## src/rtl/alert_panel_gen.sv

```systemverilog
// rtl/alert_panel_gen.sv - alert panel: debounced add/clear buttons, saturating level, blinking alarm
//
// Purpose: two raw push buttons drive a saturating level counter shown on a
// thermometer LED bar. At full scale the alarm flag rises and the alarm LED
// blinks. One clock domain; a tick-enable divider paces debounce sampling and
// blinking.
//
// Ports:
//   clk          system clock, rising edge
//   rst_n        asynchronous active-low reset
//   btn_add      raw add button (asynchronous, bouncing)
//   btn_clr      raw clear button (asynchronous, bouncing)
//   count        current level 0..LEVELS
//   led_level    thermometer bar, led_level[i] = (count > i)
//   alarm        high while at full scale
//   alarm_blink  blinking alarm LED, low outside alarm
module alert_panel_gen #(
  parameter int CLK_DIV        = 50000,
  parameter int DEB_N          = 4,
  parameter int LEVELS         = 4,
  parameter int BLINK_TICKS    = 250,
  parameter bit BTN_ACTIVE_LOW = 1'b0
) (
  input  logic                         clk,
  input  logic                         rst_n,
  input  logic                         btn_add,
  input  logic                         btn_clr,
  output logic [$clog2(LEVELS+1)-1:0]  count,
  output logic [LEVELS-1:0]            led_level,
  output logic                         alarm,
  output logic                         alarm_blink
);

  localparam int CW = $clog2(LEVELS + 1);
  localparam int DW = (CLK_DIV > 1) ? $clog2(CLK_DIV) : 1;
  localparam int RW = $clog2(DEB_N + 1);
  localparam int BW = (BLINK_TICKS > 1) ? $clog2(BLINK_TICKS) : 1;

  typedef enum logic [1:0] {
    S_IDLE,
    S_COUNTING,
    S_ALARM
  } state_t;

  // Sample tick: one clk wide pulse every CLK_DIV cycles (every cycle when CLK_DIV=1).
  logic [DW-1:0] div_q;
  logic          tick;

  assign tick = (div_q == DW'(CLK_DIV - 1));

  always_ff @(posedge clk or negedge rst_n) begin
    if (!rst_n) begin
      div_q <= '0;
    end else if (tick) begin
      div_q <= '0;
    end else begin
      div_q <= div_q + DW'(1);
    end
  end

  // Button path, bit 0 = add, bit 1 = clear.
  logic [1:0]    raw;
  logic [1:0]    sync1_q;
  logic [1:0]    sync2_q;
  logic [1:0]    sample;
  logic [1:0]    stable_q;
  logic [1:0]    stable_prev_q;
  logic [1:0]    press_q;
  logic [RW-1:0] run_q [2];

  assign raw    = {btn_clr, btn_add};
  assign sample = BTN_ACTIVE_LOW ? ~sync2_q : sync2_q;

  always_ff @(posedge clk or negedge rst_n) begin
    if (!rst_n) begin
      sync1_q       <= '0;
      sync2_q       <= '0;
      stable_q      <= '0;
      stable_prev_q <= '0;
      press_q       <= '0;
      run_q[0]      <= '0;
      run_q[1]      <= '0;
    end else begin
      sync1_q       <= raw;
      sync2_q       <= sync1_q;
      stable_prev_q <= stable_q;
      // Rising edge of the debounced level only; releases produce no event.
      press_q       <= stable_q & ~stable_prev_q;
      if (tick) begin
        for (int i = 0; i < 2; i++) begin
          if (sample[i] != stable_q[i]) begin
            // The DEB_N-th consecutive differing sample commits the new level.
            if (run_q[i] == RW'(DEB_N - 1)) begin
              stable_q[i] <= sample[i];
              run_q[i]    <= '0;
            end else begin
              run_q[i]    <= run_q[i] + RW'(1);
            end
          end else begin
            run_q[i] <= '0;
          end
        end
      end
    end
  end

  // Controller: level counter, alarm flag and blink generator.
  state_t        state_q;
  logic [CW-1:0] count_q;
  logic          alarm_q;
  logic          blink_q;
  logic [BW-1:0] bcnt_q;
  logic          add_p;
  logic          clr_p;

  assign add_p = press_q[0];
  assign clr_p = press_q[1];

  always_ff @(posedge clk or negedge rst_n) begin
    if (!rst_n) begin
      state_q <= S_IDLE;
      count_q <= '0;
      alarm_q <= 1'b0;
      blink_q <= 1'b0;
      bcnt_q  <= '0;
    end else if (clr_p) begin
      // Clear wins over a simultaneous add.
      state_q <= S_IDLE;
      count_q <= '0;
      alarm_q <= 1'b0;
      blink_q <= 1'b0;
      bcnt_q  <= '0;
    end else begin
      case (state_q)
        S_IDLE, S_COUNTING: begin
          if (add_p) begin
            count_q <= count_q + CW'(1);
            if (count_q == CW'(LEVELS - 1)) begin
              state_q <= S_ALARM;
              alarm_q <= 1'b1;
              blink_q <= 1'b1;
              bcnt_q  <= '0;
            end else begin
              state_q <= S_COUNTING;
            end
          end
        end
        S_ALARM: begin
          // Adds are ignored here, so the level saturates at LEVELS.
          if (tick) begin
            if (bcnt_q == BW'(BLINK_TICKS - 1)) begin
              bcnt_q  <= '0;
              blink_q <= ~blink_q;
            end else begin
              bcnt_q  <= bcnt_q + BW'(1);
            end
          end
        end
        default: begin
          state_q <= S_IDLE;
        end
      endcase
    end
  end

  always_comb begin
    led_level = '0;
    for (int i = 0; i < LEVELS; i++) begin
      led_level[i] = (count_q > CW'(i));
    end
  end

  assign count       = count_q;
  assign alarm       = alarm_q;
  assign alarm_blink = blink_q;

endmodule

```

## config.mk

```make
export PLATFORM = sky130hd
export DESIGN_NAME = alert_panel_gen
export DESIGN_NICKNAME = d
export VERILOG_FILES = /design/src/rtl/alert_panel_gen.sv
export SDC_FILE = /design/constraint.sdc
export NUM_CORES = 1
export LEC_CHECK = 0
export ABC_AREA = 1
export CAP_MARGIN = 30
export CELL_PAD_IN_SITES_DETAIL_PLACEMENT = 1
export CELL_PAD_IN_SITES_GLOBAL_PLACEMENT = 2
export CORE_MARGIN = 4
export CORE_UTILIZATION = 36
export DETAILED_ROUTE_END_ITERATION = 7
export PLACE_DENSITY = 0.77
export SKIP_CTS_REPAIR_TIMING = 1
export SLEW_MARGIN = 20
export SYNTH_ARGS = -nofsm -noshare
export SYNTH_HDL_FRONTEND = slang
export SYNTH_SLANG_ARGS = --single-unit
export TNS_END_PERCENT = 30
```

## constraint.sdc

```tcl
create_clock -name clk -period 1.8 [get_ports clk]
set_input_delay 0.27 -clock clk [delete_from_list [all_inputs] [get_ports clk]]
set_output_delay 0.27 -clock clk [all_outputs]
set_load 0.02 [all_outputs]
```

==> summary.txt <==
Global route
  – Initial antenna violation count: 0
  – First-pass GRT wire length: ~9500 µm
  – Total GRT Usage: between 10% and 20%
  – GRT overflow: 0
  – Largest net degree at the start of global routing: between 40 and 50
  – Vias in the first global route: between 1500 and 2000

Worst setup path
  – Worst reg2reg setup slack: between 150 and 200 ps
  – Critical R2R Capture: bcnt_q[0]$_DFFE_PN0P_
  – CP startpoint kind: register
  – Critical path arrival: roughly 1400 ps
  – CP Data Required Time: around 1500 ps
  – Critical path class: reg2out
  – Crit end category: output pin
  – R2r worst-path depth: 8
  – Reg2reg start: div_q[0]$_DFF_PN0_
  – Worst Path Max Fanout: 4

Power and ir drop
  – Worst vdd ir: between 0.0004 and 0.0005 V
  – Pwr/cell area: around 660 mW/mm²
  – Pleak: 1.47 nW

Yosys
  – Ys async rst share: 100%
  – Register bit count reported by yosys: 47
  – Syn Area/Cell: 8.03 µm²
  – Ys flop type: dfrtp_1
  – Seq/Total Area, Yosys: between 40% and 50%
  – Distinct cells, synth: 28
  – Post-synthesis net count: about 320
  – Post-synth top area share: roughly half
  – Leading area contributor after synthesis: dfrtp_1
  – Most common cell in the netlist: nand2_1
  – Synth top cells by count: nand2_1 (72), dfrtp_1 (47), inv_1 (40)
  – Yosys warnings: 0
  – Synth Cell Area: 0.00245 mm²
  – EDFF count, synth: 0
  – Post-Syn Instances: a little over 300
  – Area contributors post-synth: dfrtp_1 (48%), nand2_1 (11%), nand3_1 (6.5%)

STA
  – Final hold vios: 0
  – Tmin final: 1700 ps
  – Fmax: about 590 MHz
  – Slew headroom: 78.7%
  – Actual slew at the worst max-slew pin: between 300 and 400 ps
  – Period utilization: 94.2%
  – Skew final: 13.2 ps
  – Final WS setup: 104 ps
  – Total Neg Setup Slack: 0 ps
  – Unrepaired setup endpoints after global routing: no
  – Final setup fails: 0
  – Pins Over Slew Limit: 0

Floorplanning
  – CORE AREA: roughly 0.0065 mm²
  – Die Ht: 90.5 µm
  – Initial Utilization: approximately 38%
  – I/O pin count: 13
  – Area of the die: just over 0.008 mm²
  – Rows: 29
  – Die Wd: a little over 90 µm

Cells and area
  – FF+latch area: ~0.0012 mm²
  – Nets: 346
  – Final Cell Area: between 0.002 and 0.003 mm²
  – # fillers: about 800
  – # diodes: 0
  – Area Overhead vs Synth: 17.5%
  – Non-filler instance count after layout: between 400 and 500
  – Multi-input gate area: 0.00111 mm²
  – Fin util: approximately 45%
  – Share of post-route cells with drive strength above 1: 12.3%

Clocking
  – H-tree lvl count: 2
  – Clock-pin slew on the worst setup and hold paths: approximately 90 ps
  – Num CTS Buffers: 5
  – Clk sinks: 47
  – CTS tree: done
  – Clock Latency Late Sink: ~300 ps
  – Clk buf depth: 2
  – CTS Root Cell: clkbuf_8

Worst hold path
  – Min-Delay Startpoint: sync1_q[0]$_DFF_PN0_
  – Worst hold path type: reg2reg
  – Worst Hold Endpoint: sample[0]$_DFF_PN0_
  – Hold Path Depth: 0

Outcome
  – Outcome: completed

Placement
  – Placed inst area: around 0.0027 mm²
  – Placed Cells: 401
  – RD Place Congestion: ~0.74
  – Dpl ws: -32.7 ps
  – Detailed placement HPWL: between 3000 and 4000 µm
  – Port buffer count: 12

Detailed routing
  – 1st-iter DRT viols: 50
  – Routed length per placed instance: 13.0 µm
  – Routed WL: approximately 5300 µm
  – Via Count: between 1500 and 2000
  – Via density per instance: approximately 4.8
  – Post-route ant nets: 0
  – DRC: 0
  – Drt pass-1 iters: 5

Job
  – Number of max-cap violations: 0
## metal layers
layer  GRT usage (%)  wire (µm)
met4            3.06         40
met3            2.42         87
met5               0          0
met1            18.7       2700
met2            23.5       2520
## flip-flops by register name, indices dropped and copies added (netlist names), 3 cells and up
register / cells
bcnt_q: 8
count: 3
div_q: 16
run_q: 6
## through the flow
step | total power, mW | hold WS, ps
floorplan | 1.08 | -25.6
global placement | 1.12 | 276
detailed placement | 1.12 | 282
CTS | 1.93 | -59.2
global route | 1.98 | 380
finish | 1.88 | 356
## cells by family after synthesis
| logic type | synth area share, % |
|---|---|
| and+or+nand+nor | 29.2 |
| DFF | 48.0 |
| buffers and inverters | 7.51 |
| AOI/OAI and AO/OA | 7.26 |
| adders and majority gates | 5.11 |
| xor gates and xnor gates | 2.86 |
## worst max-delay path by stage
stage | start | end | depth (start not counted)
after floorplan | count[0]$_DFFE_PN0P_ | led_level[2] | 3
after global placement | count[1]$_DFFE_PN0P_ | led_level[3] | 4
after detailed placement | count[0]$_DFFE_PN0P_ | led_level[3] | 4
after CTS | count[0]$_DFFE_PN0P_ | led_level[3] | 4
after global routing | count[1]$_DFFE_PN0P_ | bcnt_q[1]$_DFFE_PN0P_ | 8
final | count[0]$_DFFE_PN0P_ | led_level[1] | 4
## cell usage in the layout (no fill, tap or decap), types with 2 or more instances in the layout
cell,n
a21boi_0,2
inv_2,2
buf_4,9
dfrtp_1,47
nand2_2,4
nor2_1,36
o21ai_1,3
o21ai_0,15
inv_1,40
nand2_1,71
nand4_1,3
a21oi_1,4
dlymetal6s2s_1,3
nor2_2,6
nand2_4,3
nor3_1,8
clkdlybuf4s50_1,7
ha_1,8
nand3_1,32
clkbuf_8,5
xor2_1,8
## power breakdown
group	switching, mW	internal, mW	total (mW)
Clock	0.369	0.419	0.788
Sequential	0.00185	1.06	1.06
Combinational	0.0236	0.0118	0.0354
## layout make-up
class,instances,area share (%)
clock buffer,5,2.39
inverter,43,5.65
tap,77,3.35
multi-input combinational,212,38.6
sequential,47,40.9
clock inverter,3,1.61
timing repair buffer,23,7.48
## worst max-delay path, stage by stage (launching register included)
cell            delay (ps)
dfrtp_1                410
buf_4                  160
ha_1                   180
o21ai_0                140
dlymetal6s2s_1         240
Note: power is estimated with default switching activity, not from simulation.
